`src/rtl/uart_pkg.sv`:
```
// Shared UART definitions: receiver state encoding and frame-format helpers.
// The bit-length helper is shared with the transmitter.
package uart_pkg;

   typedef enum logic [2:0] {
      IDLE      = 3'd0,
      START     = 3'd1,
      DATA      = 3'd2,
      PARITY    = 3'd3,
      STOP      = 3'd4,
      WAIT_HIGH = 3'd5
   } uart_state_e;

   localparam logic [1:0] BL_5 = 2'b00;
   localparam logic [1:0] BL_6 = 2'b01;
   localparam logic [1:0] BL_7 = 2'b10;
   localparam logic [1:0] BL_8 = 2'b11;

   // Maps the two-bit length code onto the number of data bits (5..8).
   function automatic logic [3:0] bit_count(input logic [1:0] code);
      return 4'd5 + {2'b00, code};
   endfunction

endpackage

```
`src/rtl/uart_sync.sv`:
```
// Multi-flop synchroniser for an idle-high serial line, with falling-edge detect
// on the synchronised output.
module uart_sync #(
   parameter int SYNC_STAGES = 2
) (
   input  logic m_clock,
   input  logic p_reset,
   input  logic din_i,
   output logic dout_o,
   output logic fall_o
);

   logic [SYNC_STAGES-1:0] sync_q, sync_d;
   logic                   prev_q, prev_d;

   always_comb begin
      sync_d = {sync_q[SYNC_STAGES-2:0], din_i};
      prev_d = sync_q[SYNC_STAGES-1];
   end

   // Reset to all ones so a line that is idle at reset release never looks like a start.
   always_ff @(posedge m_clock or posedge p_reset) begin
      if (p_reset) begin
         sync_q <= '1;
         prev_q <= 1'b1;
      end else begin
         sync_q <= sync_d;
         prev_q <= prev_d;
      end
   end

   always_comb begin
      dout_o = sync_q[SYNC_STAGES-1];
      fall_o = prev_q & ~sync_q[SYNC_STAGES-1];
   end

endmodule

```
`src/rtl/uart_rx.sv`:
```
// UART receiver: mid-bit sampling, 5..8 data bits LSB first, optional parity,
// one stop bit, single-cycle valid strobe with parity and framing error flags.
module uart_rx
   import uart_pkg::*;
#(
   parameter int SYNC_STAGES = 2,
   parameter int DIV_W       = 16
) (
   input  logic             m_clock,
   input  logic             p_reset,
   input  logic             RxD_i,
   input  logic [DIV_W-1:0] Freq_Divide_Param_i,
   input  logic [1:0]       Rx_BitLength_i,
   input  logic             Rx_ParityEN_i,
   input  logic             Rx_OddParity_i,
   input  logic             Rx_Enable_i,
   output logic [7:0]       Rx_Data_o,
   output logic             Rx_Valid_o,
   output logic             Rx_ParityErr_o,
   output logic             Rx_FrameErr_o,
   output logic             Rx_Busy_o
);

   localparam logic [DIV_W-1:0] CNT_ONE = DIV_W'(1);

   uart_state_e      state_q, state_d;
   logic [DIV_W-1:0] cnt_q, cnt_d, div_q, div_d;
   logic [3:0]       nbits_q, nbits_d;
   logic             par_en_q, par_en_d, odd_q, odd_d;
   logic [2:0]       bit_idx_q, bit_idx_d;
   logic [7:0]       shift_q, shift_d, data_q, data_d;
   logic             frame_perr_q, frame_perr_d;
   logic             valid_q, valid_d, perr_q, perr_d, ferr_q, ferr_d;
   logic             rxs, rx_fall, cnt_zero;

   uart_sync #(.SYNC_STAGES(SYNC_STAGES)) u_sync (
      .m_clock (m_clock),
      .p_reset (p_reset),
      .din_i   (RxD_i),
      .dout_o  (rxs),
      .fall_o  (rx_fall)
   );

   always_ff @(posedge m_clock or posedge p_reset) begin
      if (p_reset) state_q <= IDLE;
      else         state_q <= state_d;
   end

   always_ff @(posedge m_clock or posedge p_reset) begin
      if (p_reset) begin
         cnt_q        <= '0;
         div_q        <= '0;
         nbits_q      <= '0;
         par_en_q     <= 1'b0;
         odd_q        <= 1'b0;
         bit_idx_q    <= '0;
         shift_q      <= '0;
         data_q       <= '0;
         frame_perr_q <= 1'b0;
         valid_q      <= 1'b0;
         perr_q       <= 1'b0;
         ferr_q       <= 1'b0;
      end else begin
         cnt_q        <= cnt_d;
         div_q        <= div_d;
         nbits_q      <= nbits_d;
         par_en_q     <= par_en_d;
         odd_q        <= odd_d;
         bit_idx_q    <= bit_idx_d;
         shift_q      <= shift_d;
         data_q       <= data_d;
         frame_perr_q <= frame_perr_d;
         valid_q      <= valid_d;
         perr_q       <= perr_d;
         ferr_q       <= ferr_d;
      end
   end

   always_comb begin
      state_d      = state_q;
      cnt_d        = cnt_q;
      div_d        = div_q;
      nbits_d      = nbits_q;
      par_en_d     = par_en_q;
      odd_d        = odd_q;
      bit_idx_d    = bit_idx_q;
      shift_d      = shift_q;
      data_d       = data_q;
      frame_perr_d = frame_perr_q;
      valid_d      = 1'b0;
      perr_d       = perr_q;
      ferr_d       = ferr_q;
      cnt_zero     = (cnt_q == '0);

      // Outside IDLE every state waits on the bit counter before its sample point.
      if (state_q != IDLE && state_q != WAIT_HIGH && !cnt_zero) begin
         cnt_d = cnt_q - CNT_ONE;
      end

      case (state_q)
         IDLE: begin
            if (Rx_Enable_i && rx_fall) begin
               state_d      = START;
               cnt_d        = Freq_Divide_Param_i >> 1;
               div_d        = Freq_Divide_Param_i;
               nbits_d      = bit_count(Rx_BitLength_i);
               par_en_d     = Rx_ParityEN_i;
               odd_d        = Rx_OddParity_i;
               bit_idx_d    = '0;
               shift_d      = '0;
               frame_perr_d = 1'b0;
            end
         end
         START: begin
            if (cnt_zero) begin
               if (rxs) begin
                  state_d = IDLE;
               end else begin
                  state_d   = DATA;
                  cnt_d     = div_q - CNT_ONE;
                  bit_idx_d = '0;
               end
            end
         end
         DATA: begin
            if (cnt_zero) begin
               shift_d[bit_idx_q] = rxs;
               cnt_d              = div_q - CNT_ONE;
               if ({1'b0, bit_idx_q} == nbits_q - 4'd1) begin
                  state_d = par_en_q ? PARITY : STOP;
               end else begin
                  bit_idx_d = bit_idx_q + 3'd1;
               end
            end
         end
         PARITY: begin
            if (cnt_zero) begin
               frame_perr_d = ((^shift_q) ^ rxs) != odd_q;
               cnt_d        = div_q - CNT_ONE;
               state_d      = STOP;
            end
         end
         STOP: begin
            if (cnt_zero) begin
               valid_d = 1'b1;
               data_d  = shift_q;
               perr_d  = frame_perr_q;
               ferr_d  = ~rxs;
               state_d = rxs ? IDLE : WAIT_HIGH;
            end
         end
         WAIT_HIGH: begin
            if (rxs) state_d = IDLE;
         end
         default: state_d = IDLE;
      endcase

      // Disabling abandons whatever frame is in flight without touching the outputs.
      if (!Rx_Enable_i) begin
         state_d = IDLE;
         valid_d = 1'b0;
         data_d  = data_q;
         perr_d  = perr_q;
         ferr_d  = ferr_q;
      end
   end

   always_comb begin
      Rx_Data_o      = data_q;
      Rx_Valid_o     = valid_q;
      Rx_ParityErr_o = perr_q;
      Rx_FrameErr_o  = ferr_q;
      Rx_Busy_o      = (state_q != IDLE);
   end

endmodule

```
`config.mk`:
```
export PLATFORM = sky130hd
export DESIGN_NAME = uart_rx
export DESIGN_NICKNAME = d
export VERILOG_FILES = /design/src/rtl/uart_pkg.sv /design/src/rtl/uart_sync.sv /design/src/rtl/uart_rx.sv
export SDC_FILE = /design/constraint.sdc
export NUM_CORES = 1
export LEC_CHECK = 0
export ABC_AREA = 0
export CAP_MARGIN = 20
export CORE_ASPECT_RATIO = 1.1
export CORE_UTILIZATION = 40
export CTS_CLUSTER_SIZE = 10
export DETAILED_ROUTE_END_ITERATION = 16
export GPL_TIMING_DRIVEN = 1
export SLEW_MARGIN = 20
export SYNTH_ARGS = -nofsm -noshare
export SYNTH_HDL_FRONTEND = slang
export SYNTH_HIERARCHICAL = 1
export SYNTH_SLANG_ARGS = --single-unit
```
`constraint.sdc`:
```
create_clock -name m_clock -period 1.72 [get_ports m_clock]
set_input_delay 0.172 -clock m_clock [delete_from_list [all_inputs] [get_ports m_clock]]
set_output_delay 0.172 -clock m_clock [all_outputs]
set_load 0.005 [all_outputs]
```
==> results.sh <==
export IMPL_area_delta_synth_final_pct=45.1
export IMPL_multi_input_area_um2=2310
export IMPL_seq_area_um2=1680
export IMPL_ys_seq_area_share_pct=44.3
export IMPL_setup_viol=40
export IMPL_grt_overflow_total=0
export IMPL_sw_frac_of_total_pct=38.5
export IMPL_wire_per_inst_um=15.3
export IMPL_cts_buffers=9
export IMPL_drv_slew=0
export IMPL_r2r_end="cnt_q[1]"
export IMPL_ant_nets=0
export IMPL_portBuffers=35
export IMPL_met3_length_um=264
export IMPL_clk_path_buf_depth=2
export IMPL_start_util_pct=41.9
export IMPL_ir_worst_vdd_mv=0.647
export IMPL_crit_end="cnt_q[1]"
export IMPL_cp_required_ps=1940
export IMPL_postPlaceCellArea_um2=4780
export IMPL_dieArea_um2=9890
export IMPL_design_portCount=36
export IMPL_coreArea_um2=9050
export IMPL_fin_skew_ps=12.6
export IMPL_grt_pass1_wl_mm=16.1
export IMPL_cts_max_level=3
export IMPL_drtPass1Iterations=4
export IMPL_yosys_register_bits=67
export IMPL_highest_layer="met4"
export IMPL_grt_max_degree=30
export IMPL_slowest_delay_ps=400
export IMPL_path_cells="inv_2, ha_4, nor4b_4, and4_4, buf_4, nor2_1, o211ai_1, o211ai_1"
export IMPL_ys_async_sr_fraction_pct=100
export IMPL_r2r_cells=8
export IMPL_synthCells=417
export IMPL_path_class="reg2reg"
export IMPL_grt_pass1_vias=3377
export IMPL_synth_top_area_share_pct=42.2
export IMPL_final_cells=650
export IMPL_dpl_hpwl_mm=6.96
export IMPL_seqPwrFrac_pct=31.2
export IMPL_rsz0062_at_grt="yes"
export IMPL_power_internal_mw=4.97
export IMPL_end_kind="register"
export IMPL_postCtsHoldBufs=0
export IMPL_relSlewSlack_pct=73.8
export IMPL_status="finished, violations left"
export IMPL_netlist_area_um2=3800
export IMPL_p_switching_mw=3.12
export IMPL_cts_tree="done"
export IMPL_tightest_slew_ps=387
export IMPL_dp_cells=616
export IMPL_worstPathArrival_ps=2100
export IMPL_worstSetupStartpoint="cnt_q[0]"
export IMPL_dieHeight_um=104
export IMPL_start_kind="register"
export IMPL_cellPowerDensity_nw_per_um2=1470
export IMPL_crit_fanout=6
export IMPL_worst_path_max_delay_cell="dfrtp_1"
export IMPL_r2r_setup_slack_ps=-160
export IMPL_vias=3443
export IMPL_wl_mm=9.94
export IMPL_first_iter_violations=114
export IMPL_path_delay_family="simple AND/OR/NAND/NOR gates"
export IMPL_grtUsageTotal_pct=21.2
export IMPL_path_common_cell="o211ai_1"
export IMPL_cp_depth=8
export IMPL_hold_viol=0
export IMPL_clkTransAtPathRegs_ps=90
export IMPL_finalCritPeriodShare_pct=109
export IMPL_drc=0
export IMPL_power_frac_comb_pct=50.2
export IMPL_gp_congestion=0.874
export IMPL_p_leak_nw=2.37
export IMPL_vias_per_cell=5.30
export IMPL_period_needed_ps=1880
export IMPL_synth_edf_count=0
export IMPL_cts_sinks=67
export IMPL_syn_num_nets=447
export IMPL_antenna_cells=0
export IMPL_failed_checks="negative setup slack"
export IMPL_num_nets_final=561
export IMPL_fp_row_count=36
export IMPL_fin_area_um2=5510
export IMPL_clkPwrFrac_pct=18.6
export IMPL_avgSynthCellArea_um2=9.11
export IMPL_crit_buf_inv=2
export IMPL_root_buffer="clkbuf_8"
export IMPL_drv_cap=0
export IMPL_yosys_area_top_type="dfrtp_1"
export IMPL_postLayoutSetupSlackWorst_ps=-163
export IMPL_synth_warnings=6
export IMPL_wl_met2_mm=5.34
export IMPL_wl_met1_mm=4.09
export IMPL_r2r_start="cnt_q[0]"
export IMPL_yosys_cell_types_count=62
export IMPL_synth_area_leaders="dfrtp_1 42%, nand2_1 9.9%, xnor2_1 6.5%"
export IMPL_layout_drive_gt1_share_pct=33.8
export IMPL_hold_path_class="in2async"
export IMPL_die_w_um=94.9
export IMPL_nFillCells=730
export IMPL_clk_latency_ps=360
export IMPL_fmaxAchievable_mhz=531
export IMPL_synthFlopType="dfrtp_1"
export IMPL_antenna_found_initial=0
[metrics by stage]
stage	total power [mW]	utilization (%)	TNS (ps)	hold slack, ps	setup slack (ps)
after detailed placement	5.89	52.8	-3790	347	-164
after floorplan	4.53	-	-2830	105	-106
final	8.08	60.8	-3530	175	-163
after global placement	5.83	52.8	-2720	347	-149
after CTS	7.78	58.2	-2800	185	-139
after global routing	8.65	60.8	-7790	190	-259
[flip-flops by register name (all words and copies together) (netlist names), 2 cells and up]
name,flops
bit_idx_q,3
cnt_q,16
div_q,16
shift_q,8
state_q,3
nbits_q,4
u_sync/sync_q,2
Rx_Data_o,8
[repair_timing]
| action | in CTS | in global routing |
|---|---|---|
| pin swaps | 23 | 27 |
| resized for setup | 40 | 45 |
| setup endpoints to repair | 41 | 49 |
| buffers inserted | 11 | 5 |
| cloned | 1 | 1 |
[Yosys cell counts, types with 4 or more instances]
cell	count
nand2_1	100
dfrtp_1	64
o21ai_0	29
xnor2_1	28
inv_1	17
nor2_1	17
nand3_1	11
xor2_1	11
clkbuf_1	10
nor3_1	10
o221ai_1	10
o21ai_1	9
a21oi_1	6
ha_1	6
a31oi_1	4
buf_2	4
nor4b_1	4
o31ai_1	4
or3_1	4
[kinds of logic (layout without fill, tap and decap cells)]
logic type / after synthesis / in the layout / synth area share [%]
AOI/OAI and AO/OA: 84 / 84 / 14.6
DFF: 67 / 67 / 44.3
buffers and inverters: 33 / 152 / 3.59
xor gates and xnor gates: 40 / 40 / 9.62
muxes: 2 / 2 / 0.560
adders and majority gates: 6 / 6 / 1.98
and+or+nand+nor: 185 / 185 / 25.4
[layer usage]
layer	track usage (%)	vias up
met4	8.01	0
met2	38.0	74
li1	-	1693
met3	3.95	21
met5	0	-
met1	24.3	1655
[cell type report]
type	instances	area share (%)
sequential	67	30.5
clock buffer	9	2.25
multi-input combinational	317	42.0
tap	114	2.59
inverter	17	1.23
timing repair buffer	119	19.6
clock inverter	7	1.79
[placed cells by master (no fill, tap or decap), types with 9 or more instances in the layout]
| master | count |
|---|---|
| buf_4 | 71 |
| clkbuf_8 | 9 |
| clkdlybuf4s50_1 | 34 |
| dfrtp_1 | 63 |
| inv_1 | 14 |
| nand2_1 | 89 |
| nand2_2 | 11 |
| nor2_1 | 13 |
| nor3_1 | 9 |
| o21ai_0 | 20 |
| o21ai_1 | 9 |
| o21ai_2 | 9 |
| xnor2_1 | 26 |
| xor2_1 | 10 |
[power groups by stage]
stage          sequential [mW]  combinational, mW  clock, mW
3_5_place_dp              2.53               3.36          0
5_1_grt                   2.59               4.46       1.61
4_1_cts                   2.52               3.75       1.52
3_3_place_gp              2.51               3.32          0
2_1_floorplan             2.55               1.98          0
6_report                  2.52               4.06       1.50
[how the worst min path moves through the flow]
stage | startpoint | endpoint | slack, ps
after detailed placement | u_sync/sync_q[0] | u_sync/sync_q[1] | 350
final | p_reset | par_en_q | 170
after CTS | p_reset | par_en_q | 190
after global routing | p_reset | par_en_q | 190
after global placement | u_sync/sync_q[0] | u_sync/sync_q[1] | 350
after floorplan | p_reset | u_sync/prev_q | 110
No activity file was read; power rests on OpenSTA's default activity.
